File: src/rtl/vcm_af_pkg.sv
// Shared definitions for the contrast-autofocus sweep controller: state encoding
// and the layout of the 16-bit word handed to the VCM I2C writer.
package vcm_af_pkg;

    localparam int POS_LSB = 4;
    localparam int POS_W   = 10;
    localparam int SLEW_W  = 4;
    localparam int DATA_W  = 16;

    typedef enum logic [3:0] {
        S_IDLE    = 4'd0,
        S_DRIVE   = 4'd1,
        S_TRIG    = 4'd2,
        S_SETTLE  = 4'd3,
        S_WAITS   = 4'd4,
        S_CMP     = 4'd5,
        S_FDRIVE  = 4'd6,
        S_FTRIG   = 4'd7,
        S_FSETTLE = 4'd8
    } state_t;

    function automatic logic [DATA_W-1:0] vcm_word(input logic [POS_W-1:0] pos,
                                                   input logic [SLEW_W-1:0] slew);
        return {2'b00, pos, slew};
    endfunction

endpackage

File: src/rtl/vcm_af_timer.sv
// Loadable 32-bit down-counter; it stops at zero and flags it. It times both the
// trigger-high window and the mechanical settle window.
module vcm_af_timer (
    input  logic        clk,
    input  logic        rst_n,
    input  logic        load,
    input  logic [31:0] load_val,
    output logic        zero
);

    logic [31:0] count;

    always_ff @(posedge clk or negedge rst_n) begin
        if (!rst_n) begin
            count <= 32'd0;
        end else if (load) begin
            count <= load_val;
        end else if (count != 32'd0) begin
            count <= count - 32'd1;
        end
    end

    assign zero = (count == 32'd0);

endmodule

File: src/rtl/vcm_focus_sweep.sv
// Contrast-autofocus sweep: steps the lens code, triggers the VCM writer, waits
// for settle, scores two frames later, then parks the lens at the sharpest code.
module vcm_focus_sweep
    import vcm_af_pkg::*;
#(
    parameter logic [9:0]  POS_START   = 10'd0,
    parameter logic [9:0]  POS_END     = 10'd1023,
    parameter logic [9:0]  POS_STEP    = 10'd32,
    parameter logic [3:0]  SLEW        = 4'h0,
    parameter logic [15:0] TR_HIGH_CYC = 16'd256,
    parameter logic [31:0] SETTLE_CYC  = 32'd500000
) (
    input  logic        CLK_50,
    input  logic        RESET_N,
    input  logic        START,
    input  logic        ABORT,
    input  logic        SHARP_VALID,
    input  logic [31:0] SHARP_VALUE,
    output logic [15:0] VCM_DATA,
    output logic        TR_OUT,
    output logic        BUSY,
    output logic        DONE,
    output logic [9:0]  BEST_POS,
    output logic [31:0] BEST_SHARP
);

    // Timer holds N-1 so a window spans exactly N cycles; zero-length windows collapse to one.
    localparam logic [31:0] TRIG_LOAD   = (TR_HIGH_CYC == 16'd0) ? 32'd0 : {16'd0, TR_HIGH_CYC} - 32'd1;
    localparam logic [31:0] SETTLE_LOAD = (SETTLE_CYC == 32'd0) ? 32'd0 : SETTLE_CYC - 32'd1;

    state_t      state;
    logic [9:0]  pos;
    logic [9:0]  best_pos_r;
    logic [31:0] best_sharp_r;
    logic [31:0] score;
    logic        frame_seen;
    logic [10:0] nxt;
    logic        timer_load;
    logic [31:0] timer_val;
    logic        timer_zero;

    assign nxt = {1'b0, pos} + {1'b0, POS_STEP};

    always_comb begin
        timer_load = 1'b0;
        timer_val  = 32'd0;
        if (state == S_TRIG || state == S_FTRIG) begin
            if (!TR_OUT) begin
                timer_load = 1'b1;
                timer_val  = TRIG_LOAD;
            end else if (timer_zero) begin
                timer_load = 1'b1;
                timer_val  = SETTLE_LOAD;
            end
        end
    end

    vcm_af_timer u_timer (
        .clk      (CLK_50),
        .rst_n    (RESET_N),
        .load     (timer_load),
        .load_val (timer_val),
        .zero     (timer_zero)
    );

    // SHARP_VALID is a one-cycle strobe with no back-pressure: a frame is consumed
    // only in WAITS (first dropped, second scored) and silently dropped elsewhere.
    always_ff @(posedge CLK_50 or negedge RESET_N) begin
        if (!RESET_N) begin
            state        <= S_IDLE;
            pos          <= POS_START;
            best_pos_r   <= POS_START;
            best_sharp_r <= 32'd0;
            score        <= 32'd0;
            frame_seen   <= 1'b0;
            VCM_DATA     <= vcm_word(POS_START, SLEW);
            TR_OUT       <= 1'b0;
            BUSY         <= 1'b0;
            DONE         <= 1'b0;
            BEST_POS     <= 10'd0;
            BEST_SHARP   <= 32'd0;
        end else begin
            DONE <= 1'b0;
            if (ABORT && state != S_IDLE) begin
                state  <= S_IDLE;
                TR_OUT <= 1'b0;
                BUSY   <= 1'b0;
            end else begin
                case (state)
                    S_IDLE: begin
                        if (START && !ABORT) begin
                            pos          <= POS_START;
                            best_pos_r   <= POS_START;
                            best_sharp_r <= 32'd0;
                            BUSY         <= 1'b1;
                            state        <= S_DRIVE;
                        end
                    end
                    S_DRIVE: begin
                        VCM_DATA <= vcm_word(pos, SLEW);
                        state    <= S_TRIG;
                    end
                    S_TRIG, S_FTRIG: begin
                        if (!TR_OUT) begin
                            TR_OUT <= 1'b1;
                        end else if (timer_zero) begin
                            TR_OUT <= 1'b0;
                            state  <= (state == S_TRIG) ? S_SETTLE : S_FSETTLE;
                        end
                    end
                    S_SETTLE: begin
                        if (timer_zero) begin
                            frame_seen <= 1'b0;
                            state      <= S_WAITS;
                        end
                    end
                    S_WAITS: begin
                        if (SHARP_VALID) begin
                            if (frame_seen) begin
                                score <= SHARP_VALUE;
                                state <= S_CMP;
                            end else begin
                                frame_seen <= 1'b1;
                            end
                        end
                    end
                    S_CMP: begin
                        // best_pos_r already holds the first code, so a zero first score still wins.
                        if (score > best_sharp_r) begin
                            best_sharp_r <= score;
                            best_pos_r   <= pos;
                        end
                        if (pos == POS_END) begin
                            state <= S_FDRIVE;
                        end else begin
                            pos   <= (nxt > {1'b0, POS_END}) ? POS_END : nxt[9:0];
                            state <= S_DRIVE;
                        end
                    end
                    S_FDRIVE: begin
                        VCM_DATA <= vcm_word(best_pos_r, SLEW);
                        state    <= S_FTRIG;
                    end
                    S_FSETTLE: begin
                        if (timer_zero) begin
                            BEST_POS   <= best_pos_r;
                            BEST_SHARP <= best_sharp_r;
                            DONE       <= 1'b1;
                            BUSY       <= 1'b0;
                            state      <= S_IDLE;
                        end
                    end
                    default: state <= S_IDLE;
                endcase
            end
        end
    end

endmodule
File: config.mk
export PLATFORM = sky130hd
export DESIGN_NAME = vcm_focus_sweep
export DESIGN_NICKNAME = d
export VERILOG_FILES = /design/src/rtl/vcm_af_pkg.sv /design/src/rtl/vcm_af_timer.sv /design/src/rtl/vcm_focus_sweep.sv
export SDC_FILE = /design/constraint.sdc
export NUM_CORES = 1
export LEC_CHECK = 0
export ABC_CLOCK_PERIOD_IN_PS = 5100
export CELL_PAD_IN_SITES_DETAIL_PLACEMENT = 1
export CELL_PAD_IN_SITES_GLOBAL_PLACEMENT = 1
export CORE_MARGIN = 2
export CORE_UTILIZATION = 40
export CTS_CLUSTER_SIZE = 30
export DETAILED_ROUTE_END_ITERATION = 10
export DONT_BUFFER_PORTS = 1
export PLACE_DENSITY = 0.74
export SETUP_SLACK_MARGIN = 0.1
export SYNTH_ARGS = -nofsm -noshare
export SYNTH_HDL_FRONTEND = slang
export SYNTH_SLANG_ARGS = --single-unit
File: constraint.sdc
create_clock -name CLK_50 -period 5.1 [get_ports CLK_50]
set_input_delay 0.765 -clock CLK_50 [delete_from_list [all_inputs] [get_ports CLK_50]]
set_output_delay 0.765 -clock CLK_50 [all_outputs]
set_load 0.03 [all_outputs]
==> impl_results.md, run 1 <==
* Die width at between 100 and 150 µm
* Ant. Diodes at 0
* Starting Density at 41.04%
* Die Y at 146.0 µm
* Launch point of the worst path: score[15]$_DFFE_PN0P_
* FFs w/ async S/R, synth at 100.0%
* PostCTS Resize Cnt at 0
* Slew @ Worst Pin at a little under 0.9 ns
* Worst Path Arrival at about 3.7 ns
* Clock Skew at 0.01138 ns
* Layout fillers at approximately 2200
* R2r endpoint: best_sharp_r[5]$_DFFE_PN0P_
* # DRC at 0
* Layout cells sized above 1 at between 10% and 20%
* Final hold vios at 0
* Antenna violations before repair at 4
* Synth Register Bits at between 150 and 200
* Depth of the worst register-to-register path at 8
* # Post-CTS Setup Buffers at 0
* Routed wire per std cell at ~18 µm
* H-tree Lvls at 4
* CP endpoint kind: flop
* Worst Path Required at ~5.4 ns
* Routing usage on met1 at 23.49%
* Number of flops mapped to enable cells by yosys at 0
* Rel. slew slack at 42.08%
* Fmax at ~300 MHz
* CP Buf/Inv Count at 1
* Clock Sinks at 160
* Max-Cap Viols at 0
* Min-Delay Path Class: in -> async
* First-pass GRT wire length at between 30000 and 40000 µm
* Reg-to-reg startpoint: score[15]$_DFFE_PN0P_
* Largest cells by area after synthesis: dfrtp_1, nand2_1, ha_1
* Clk slew on worst S/H paths at ~0.06 ns
* Antenna viol nets, final at 0
* CP delay by family, top: simple AND/OR/NAND/NOR gates
* Initial DRC count at 293
* Final setup viols at 0
* Status: completed
* GR Util All Layers at between 10% and 20%
* Post-Syn Instances at 790
* Vias at ~5600
* TritonRoute pass-1 iters at 4
* Worst path max stage delay at ~0.80 ns
* Synthesized cell area at 8066 µm²
* Area added between synthesis and finish at 9.539%
* Largest net degree at the start of global routing at between 150 and 200
* Die area at about 21000 µm²
* Static Leak at between 4 and 5 nW
* Distinct cells, synth at 55
* Post-synthesis sequential area ratio at 49.64%
* Clk buf depth at 2
* Maximum VDD drop at approximately 0.0002 V
* CTS tree: built
* Core area at 19650 µm²
* Cell Rows at 51
* Syn avg cell area at 10.21 µm²
* Pwr dens at ~470 nW/µm²
* Hold_buf cts at 0
* Most Crowded Layer GR: met2
* RSZ-0062 raised after global routing: false
* Boundary Pins at 98
* Max-slew violations at 0
* Share of the synthesized area in the top cell type at a little under 50%
* CP cell instances: ha_1, nand4_1, nor3_1, nor3b_1, nand3_1, a32oi_4, buf_4, mux2i_1
* R2R Setup Slk at approximately 1.8 ns
* Minimum clock period at between 3 and 4 ns
* Cts bufs inserted at 17
* Period utilization at between 60 and 70%
* Setup_tns at 0 ns
* Port bufs at 0
* Routability cong. at ~0.76
* Clock latency at the later pin of the worst-skew pair at approximately 0.42 ns
* Total Routed Length at about 18000 µm
* CP Max Fanout at 22
* WS Path Type: reg -> reg
* Total power at about 4.2 mW
* Post-synth top flop: dfrtp_1
* Root Buffer: clkbuf_16
* Synth Warn # at 0
* Vias/cell at 5.289
* Hpwl dp at 12480 µm
* Critical path's slowest cell: a32oi_4
* Final net count at 846
* Vias in the first global route at 5968
* Grt met3 use at ~5.5%
* Met2 usage in global routing at between 30% and 40%
* Grt ovf at 0
* Yosys top cell by area: dfrtp_1
* CP Launch Type: flop
[final cells by class]
type / instances / area (µm²) / area share, %
inverters: 45 / 168.9 / 1.912
flip-flops and latches: 160 / 4004 / 45.31
clock buffers: 21 / 460.4 / 5.211
multi-input cells: 542 / 3670 / 41.53
well taps: 265 / 331.6 / 3.752
clock inverters: 10 / 148.9 / 1.685
repair buffers: 7 / 52.55 / 0.5947
[state kept, by name, summed over array words and instances, names as in the netlist]
signal and count:
BEST_SHARP 32, best_sharp_r 32, score 32, u_timer.count 32, BEST_POS 6, VCM_DATA 6
best_pos_r 6, pos 6, state 4, BUSY 1, DONE 1, TR_OUT 1
frame_seen 1
[power by group]
part / leakage, nW / switching [mW] / internal [mW]
sequential: 2.19 / 0.250 / 1.44
combinational: 1.62 / 0.673 / 0.506
clock: 0.291 / 0.520 / 0.801
[cells by family (layout without fill, tap and decap cells)]
| group | count (synthesis) | in the layout | synth area share (%) |
|---|---|---|---|
| flip-flops | 160 | 160 | 49.64 |
| buffers and inverters | 93 | 83 | 5.475 |
| XOR/XNOR | 29 | 29 | 3.149 |
| AND/OR/NAND/NOR | 273 | 273 | 17.73 |
| other | 1 | 6 | 0.04649 |
| multiplexers | 75 | 75 | 9.803 |
| AO/OA/AOI/OAI | 123 | 123 | 8.578 |
| adder cells (fa/ha/maj) | 36 | 36 | 5.584 |
[cell usage in the layout (no fill, tap or decap), types with 12 or more instances in the layout]
cell / n
o21ai_1: 15
xor2_1: 18
clkbuf_16: 17
dfrtp_1: 160
nand3_1: 15
mux2i_1: 43
mux2_2: 27
o21ai_0: 48
nor2_1: 46
a21oi_1: 37
nand2_1: 122
nor4_1: 12
inv_1: 45
ha_1: 36
[Yosys cell counts, drive strengths merged (5+ instances only)]
| library cell | instances |
|---|---|
| dfrtp | 160 |
| inv | 45 |
| a21oi | 38 |
| nand2 | 123 |
| or3 | 11 |
| a21o | 6 |
| o21ai | 64 |
| nor2b | 5 |
| ha | 36 |
| nor2 | 46 |
| mux2 | 32 |
| nand3b | 5 |
| nor4 | 20 |
| nand4 | 11 |
| clkbuf | 19 |
| xnor2 | 11 |
| xor2 | 18 |
| nand3 | 17 |
| mux2i | 43 |
| nor3 | 12 |
| buf | 29 |
[worst max-delay path by stage]
| stage | endpoint | slack (ns) | cells after the start |
|---|---|---|---|
| 3_3_place_gp | best_pos_r[6]$_DFFE_PN0P_ | 1.91 | 8 |
| 4_1_cts | best_sharp_r[5]$_DFFE_PN0P_ | 1.70 | 8 |
| 2_1_floorplan | best_pos_r[4]$_DFFE_PN0P_ | 2.80 | 9 |
| 3_5_place_dp | best_pos_r[9]$_DFFE_PN0P_ | 1.74 | 8 |
| 5_1_grt | best_sharp_r[2]$_DFFE_PN0P_ | 1.46 | 9 |
| 6_report | best_sharp_r[5]$_DFFE_PN0P_ | 1.75 | 8 |
[metrics by stage]
stage	utilization [%]	hold WS [ns]	setup WS, ns	std cells	cell area, µm²
after floorplan	-	0.4694	2.802	795	8085
after global placement	41.86	0.4739	1.910	1019	8227
after detailed placement	41.86	0.4743	1.742	1019	8227
after CTS	44.96	0.01520	1.696	1050	8836
after global routing	44.96	0.002539	1.455	1050	8836
final	44.96	0.03552	1.755	1050	8836
[per-layer routing]
| metal | routed length [µm] | vias to the layer above |
|---|---|---|
| met5 | 11 | - |
| met3 | 891 | 13 |
| met2 | 9040 | 70 |
| li1 | - | 2665 |
| met4 | 122 | 2 |
| met1 | 8338 | 2803 |
No activity file was read; power rests on OpenSTA's default activity.
==> run 2, diff against run 1 <==
--- a/config.mk
+++ b/config.mk
@@ -5,7 +5,7 @@
 export SDC_FILE = /design/constraint.sdc
 export NUM_CORES = 1
 export LEC_CHECK = 0
-export ABC_CLOCK_PERIOD_IN_PS = 5100
+export ABC_CLOCK_PERIOD_IN_PS = 3500
 export CELL_PAD_IN_SITES_DETAIL_PLACEMENT = 1
 export CELL_PAD_IN_SITES_GLOBAL_PLACEMENT = 1
 export CORE_MARGIN = 2
==> constraint.sdc (replaced) <==
create_clock -name CLK_50 -period 3.5 [get_ports CLK_50]
set_input_delay 0.525 -clock CLK_50 [delete_from_list [all_inputs] [get_ports CLK_50]]
set_output_delay 0.525 -clock CLK_50 [all_outputs]
set_load 0.03 [all_outputs]
==> impl_results.md, run 2 (same netlist as run 1, synthesis figures left out) <==
* Min-Delay Path Class: in -> async
* Max-slew violations at 0
* Clock latency at the later pin of the worst-skew pair at 0.44 ns
* Layout cells sized above 1 at roughly 11%
* RSZ-0062 raised after global routing: false
* Largest net degree at the start of global routing at between 150 and 200
* Core area at 19650 µm²
* GR Util All Layers at between 10% and 20%
* Initial DRC count at 250
* Static Leak at approximately 4.1 nW
* Layout fillers at ~2300
* Pwr dens at 692.8 nW/µm²
* Die area at about 21000 µm²
* Cts bufs inserted at 17
* Worst Path Arrival at approximately 3 ns
* WS Path Type: reg -> reg
* Routed wire per std cell at about 17 µm
* CP endpoint kind: flop
* Post-route cell area at about 8800 µm²
* Period utilization at about four fifths
* Vias in the first global route at 5930
* Ant. Diodes at 0
* # DRC at 0
* Clk slew on worst S/H paths at around 0.070 ns
* Fin Hold WS at -0.2180 ns
* Most frequent cells in the layout: dfrtp_1, nand2_1, o21ai_0, nor2_1, inv_1
* Cell Rows at 51
* Status: finished with violations
* Starting Density at 41.04%
* Final hold vios at 160
* Clock Sinks at 160
* Maximum VDD drop at around 0.00032 V
* Rel. slew slack at between 50% and 60%
* Root Buffer: clkbuf_16
* Total power at 6.115 mW
* Clock Skew at between 0.015 and 0.02 ns
* H-tree Lvls at 4
* PostCTS Resize Cnt at 0
* First-pass GRT wire length at 31250 µm
* Failing checks: negative hold slack
* CP Max Fanout at 22
* Area added between synthesis and finish at 9.431%
* Total Routed Length at approximately 18000 µm
* Die Y at between 100 and 150 µm
* Max-Cap Viols at 0
* Antenna viol nets, final at 0
* Minimum clock period at roughly 2.7 ns
* Die width at 146.0 µm
* Final net count at around 850
* Final setup viols at 0
* Slew @ Worst Pin at slightly above 0.7 ns
* Hpwl dp at 12510 µm
* Grt ovf at 0
* Worst Path Required at 3.85 ns
* TritonRoute pass-1 iters at 4
* Clk buf depth at 2
* Setup_tns at 0 ns
* Vias at approximately 5600
* Commonest non-fill, non-tap cell in the layout: dfrtp_1
* Boundary Pins at 98
* Routability cong. at 0.7686
* Cell Area, Placed at approximately 8200 µm²
* Fmax at approximately 370 MHz
* CTS tree: built
* Vias/cell at approximately 5.3
* Port bufs at 0
* # Post-CTS Setup Buffers at 0
* Antenna violations before repair at 4
* CP Launch Type: flop
run 2: cell types whose count changed in the layout (fill, tap and decap cells not counted):
| cell | previous run | this run |
|---|---|---|
| clkbuf_8 | 2 | 1 |
| bufinv_16 | 3 | 1 |
| clkinv_2 | 0 | 2 |
| clkinv_4 | 1 | 3 |
| inv_8 | 0 | 4 |
| buf_4 | 7 | 9 |
| clkinvlp_4 | 2 | 0 |
| clkbuf_1 | 2 | 0 |
run 2: metrics by stage:
stage / instances / hold WS (ns) / setup slack [ns] / util (%)
3_3_place_gp: 1021 / 0.2346 / 0.8912 / 41.93
5_1_grt: 1053 / -0.2345 / 0.4877 / 44.91
3_5_place_dp: 1021 / 0.2342 / 0.7940 / 41.93
4_1_cts: 1053 / -0.2284 / 0.7570 / 44.91
2_1_floorplan: 795 / 0.2294 / 1.202 / -
6_report: 1053 / -0.2180 / 0.7623 / 44.91
run 2: metal layers:
metal,vias up,share of wire [%],global-route usage (%)
met4,2,1.1,4.854
li1,2676,-,-
met2,75,48,29.62
met3,16,4.2,4.984
met5,-,0.066,0
met1,2795,47,24.05
run 2: layout make-up:
class / instances / area, µm² / share of cell area, %
repair buffers: 9 / 67.56 / 0.7654
well taps: 265 / 331.6 / 3.756
clock buffers: 18 / 439.2 / 4.975
inverters: 45 / 168.9 / 1.914
flip-flops and latches: 160 / 4004 / 45.36
clock inverters: 14 / 146.4 / 1.658
multi-input cells: 542 / 3670 / 41.57
run 2: final timing paths:
path | from | to | slack, ns | cells after the start
worst min register to register | VCM_DATA[8]$_DFFE_PN0P_ | VCM_DATA[8]$_DFFE_PN0P_ | 0.49 | 2
worst max register to register | score[15]$_DFFE_PN0P_ | best_sharp_r[7]$_DFFE_PN0P_ | 0.76 | 8
max in group asynchronous | RESET_N | VCM_DATA[13]$_DFFE_PN0P_ | 3.44 | 0
worst min-delay path | RESET_N | u_timer.count[9]$_DFFE_PN0P_ | -0.22 | 0
worst max-delay path | score[15]$_DFFE_PN0P_ | best_sharp_r[7]$_DFFE_PN0P_ | 0.76 | 8
min in group CLK_50 | ABORT | state[1]$_DFFE_PN0P_ | 0.16 | 1
run 2: worst max-delay path, cell delays in order (launching register included):
cell and delay [ns]:
dfrtp_1 0.40, ha_1 0.33, nand4_1 0.16, nor3_1 0.33, nor3b_1 0.31, nand3_1 0.18, a32oi_4 0.29, buf_4 0.39
mux2i_1 0.24
run 2: report_power, final:
part | leakage [nW] | internal (mW) | switching [mW]
clock network | 0.293 | 1.03 | 0.847
registers | 2.19 | 2.10 | 0.363
logic | 1.63 | 0.765 | 1.01
==> edit, RTL diff (flow settings as in run 2) <==
Add an input register stage for `START`, `ABORT`, `SHARP_VALID` and `SHARP_VALUE`; this delays them by one clock. Comments in the files are not updated.
--- a/src/rtl/vcm_focus_sweep.sv
+++ b/src/rtl/vcm_focus_sweep.sv
@@ -27,6 +27,18 @@
     // Timer holds N-1 so a window spans exactly N cycles; zero-length windows collapse to one.
     localparam logic [31:0] TRIG_LOAD   = (TR_HIGH_CYC == 16'd0) ? 32'd0 : {16'd0, TR_HIGH_CYC} - 32'd1;
     localparam logic [31:0] SETTLE_LOAD = (SETTLE_CYC == 32'd0) ? 32'd0 : SETTLE_CYC - 32'd1;
+
+    logic START_q;
+    logic ABORT_q;
+    logic SHARP_VALID_q;
+    logic [31:0] SHARP_VALUE_q;
+
+    always_ff @(posedge CLK_50) begin
+        START_q       <= START;
+        ABORT_q       <= ABORT;
+        SHARP_VALID_q <= SHARP_VALID;
+        SHARP_VALUE_q <= SHARP_VALUE;
+    end
 
     state_t      state;
     logic [9:0]  pos;
@@ -81,14 +93,14 @@
             BEST_SHARP   <= 32'd0;
         end else begin
             DONE <= 1'b0;
-            if (ABORT && state != S_IDLE) begin
+            if (ABORT_q && state != S_IDLE) begin
                 state  <= S_IDLE;
                 TR_OUT <= 1'b0;
                 BUSY   <= 1'b0;
             end else begin
                 case (state)
                     S_IDLE: begin
-                        if (START && !ABORT) begin
+                        if (START_q && !ABORT_q) begin
                             pos          <= POS_START;
                             best_pos_r   <= POS_START;
                             best_sharp_r <= 32'd0;
@@ -115,9 +127,9 @@
                         end
                     end
                     S_WAITS: begin
-                        if (SHARP_VALID) begin
+                        if (SHARP_VALID_q) begin
                             if (frame_seen) begin
-                                score <= SHARP_VALUE;
+                                score <= SHARP_VALUE_q;
                                 state <= S_CMP;
                             end else begin
                                 frame_seen <= 1'b1;
Function: changed (Yosys sat finds a counterexample within 4 cycles, from zero or initial values and one cycle with RESET_N low).
==> edit against run 2 <==
- the flow still finishes with violations (negative hold slack)
- sequential cell count up 35
- fmax down 0.66%
- critical endpoint is now BEST_SHARP[31]
- highest routed layer is now met4
- via count up 4.8%
- area after synthesis up 10%
- worst setup slack worse by 18 ps
- wire length up 8.0%
- design area up 9.6%
- synthesized cell count up 1.6%
- clock skew up 0.55 ps
Power is not compared: it rests on default switching activity, and its combinational part moved more than twofold at a synthesized area within 25%.
==> edit: results (changes against run 2) <==
The transition time at the pin with the least slew margin was 771.0 ps (was 706.4 ps). The via count of the first global-routing pass came out at 6196 (was 5930). The setup clock skew after layout is 16.75 ps (was 16.21 ps). The weighted congestion reported at the end of routability-driven placement is 0.7667 (was 0.7686). The multiplexer share of the synthesized area came to 13.92% (was 9.803%). The total of max-cap violations is 0 (unchanged). The fraction of the yosys area taken by sequential cells came to 52.88% (was 49.64%). The net switching power is ~1.7 mW. The biggest fanout along the worst timing path was 39 (was 22).

Cells taking the most area after synthesis: sky130_fd_sc_hd__dfrtp_1 (45%), sky130_fd_sc_hd__dfxtp_1 (7.9%), sky130_fd_sc_hd__mux2_2 (7.7%) (was sky130_fd_sc_hd__dfrtp_1 (50%), sky130_fd_sc_hd__nand2_1 (5.7%), sky130_fd_sc_hd__ha_1 (5.6%)). The count of buffers inserted at the top-level ports came to 0 (unchanged). The reg-to-reg setup timing slack is 740 ps (was 760 ps). The all-layer global routing usage is 17.51% (was 18.19%). Most frequent cells after synthesis: sky130_fd_sc_hd__dfrtp_1 (160), sky130_fd_sc_hd__nand2_1 (111), sky130_fd_sc_hd__mux2_2 (61) (was sky130_fd_sc_hd__dfrtp_1 (160), sky130_fd_sc_hd__nand2_1 (123), sky130_fd_sc_hd__o21ai_0 (48)). The arrival time at the worst endpoint came out at 3080 ps (about the same).

The number of detailed-routing iterations run before antenna repair is 5 (was 4). The post-layout net count came to 862 (was 848). The violation count after the first detailed-routing iteration came out at 313 (was 250). The global-route wire length before repair is 32770 um (was 31250 um). The worst setup slack after placement came out at 755.1 ps (was 794.0 ps).

The post-synthesis share of cell area spent on full adders, half adders and majority gates is 5.063% (was 5.584%). The highest attainable clock frequency came out at 0.3628 GHz (was 0.3653 GHz). The routed wire length was 19780 um (was 18320 um). The number of pins with negative max-slew slack in the final report is 0 (unchanged). The xor/xnor share of the synthesized area is 2.264% (was 3.149%). The maximum level of the CTS H-tree came out at 4 (unchanged). The initial antenna violation count came out at 0 (was 4). The count of distinct cell types in the synthesized netlist came out at 74 (was 55). Run status: finished, violations left (unchanged). The share of synthesized flip-flops with an asynchronous set or reset came out at 82.05% (was 100.0%). The share of final-layout standard cells stronger than drive strength 1 is 16.46% (was 11.29%). The final hold violation count is 160 (unchanged).

Violations in the final reports: negative hold slack (unchanged). The maximum number of pins on one net before global-route repair is 161 (unchanged). The post-route worst hold slack came to -216.0 ps (was -218.0 ps). The CTS buffer count is 17 (unchanged). The highest ir drop seen on vdd came out at about 300 uV.

The dominant register cell in the synthesized netlist was sky130_fd_sc_hd__dfrtp_1 (unchanged). The via-per-instance ratio came out at 5.388 (was 5.284). The post-detailed-placement half-perimeter wirelength is 12990 um (was 12510 um).

The compound-gate portion of the synthesized area is 6.188% (was 8.578%).
## edit: cell types whose count changed in the layout (fill, tap and decap cells not counted), moves of 11 or more
cell                      before  now
sky130_fd_sc_hd__dfxtp_1       0   35
sky130_fd_sc_hd__mux2_2       27   61
sky130_fd_sc_hd__o21ai_0      48   17
sky130_fd_sc_hd__o21ai_1      15    1
sky130_fd_sc_hd__xor2_1       18    5
sky130_fd_sc_hd__nand2_1     122  111
## edit: worst max-delay path: stages (launching register included)
cell and delay (ps):
sky130_fd_sc_hd__dfrtp_1 390, sky130_fd_sc_hd__or4_1 640, sky130_fd_sc_hd__nor4_2 330, sky130_fd_sc_hd__nand3_2 160, sky130_fd_sc_hd__inv_2 130, sky130_fd_sc_hd__and2_4 560
sky130_fd_sc_hd__mux2_2 410
## edit: final cells by class
| type | instances | area, um^2 |
|---|---|---|
| Fill cell | 2316 | 12150 |
| Multi-Input combinational cell | 526 | 3794 |
| Sequential cell | 195 | 4705 |
| Tap cell | 280 | 350.3 |
| Inverter | 39 | 146.4 |
| Clock buffer | 17 | 425.4 |
| Clock inverter | 15 | 177.7 |
| Timing Repair Buffer | 10 | 75.07 |
## edit: cell families after synthesis
| family | after synthesis |
|---|---|
| flip-flops | 195 |
| adder cells (fa/ha/maj) | 36 |
| other | 1 |
| buffers and inverters | 87 |
| AO/OA/AOI/OAI | 89 |
| XOR/XNOR | 23 |
| multiplexers | 115 |
| AND/OR/NAND/NOR | 257 |
## edit: routing by layer
metal  vias to the layer above  part of all wire, %  global-route usage, %
met5                         -                    0                      0
met4                         0                  1.0                  4.762
li1                       2748                    -                      -
met2                        82                   50                  29.80
met3                        19                  3.8                  4.707
met1                      2981                   45                  22.04
## edit: final timing paths
| kind | start | end | depth (start not counted) |
|---|---|---|---|
| max | u_timer.count[25] | BEST_SHARP[31] | 6 |
| min | RESET_N | score[10] | 0 |
| max reg2reg | u_timer.count[25] | BEST_SHARP[31] | 6 |
| min reg2reg | SHARP_VALUE_q[11] | score[11] | 1 |
| max in group asynchronous | RESET_N | BEST_SHARP[7] | 0 |
| min in group CLK_50 | SHARP_VALUE[21] | SHARP_VALUE_q[21] | 0 |
## edit: metrics by stage
stage | hold slack [ps] | instances | cell area, um^2
floorplan | 229.4 | 808 | 8916
global placement | 240.7 | 1050 | 9070
detailed placement | 239.2 | 1050 | 9070
CTS | -239.7 | 1082 | 9673
global route | -237.6 | 1082 | 9673
finish | -216.0 | 1082 | 9673
## edit: power groups by stage
stage	combinational (mW)	clock, mW	sequential, mW
floorplan	0.660	0	2.64
global placement	0.744	0	2.70
detailed placement	0.763	0	2.71
CTS	0.770	2.01	2.67
global route	0.867	2.10	2.69
finish	0.762	1.97	2.66
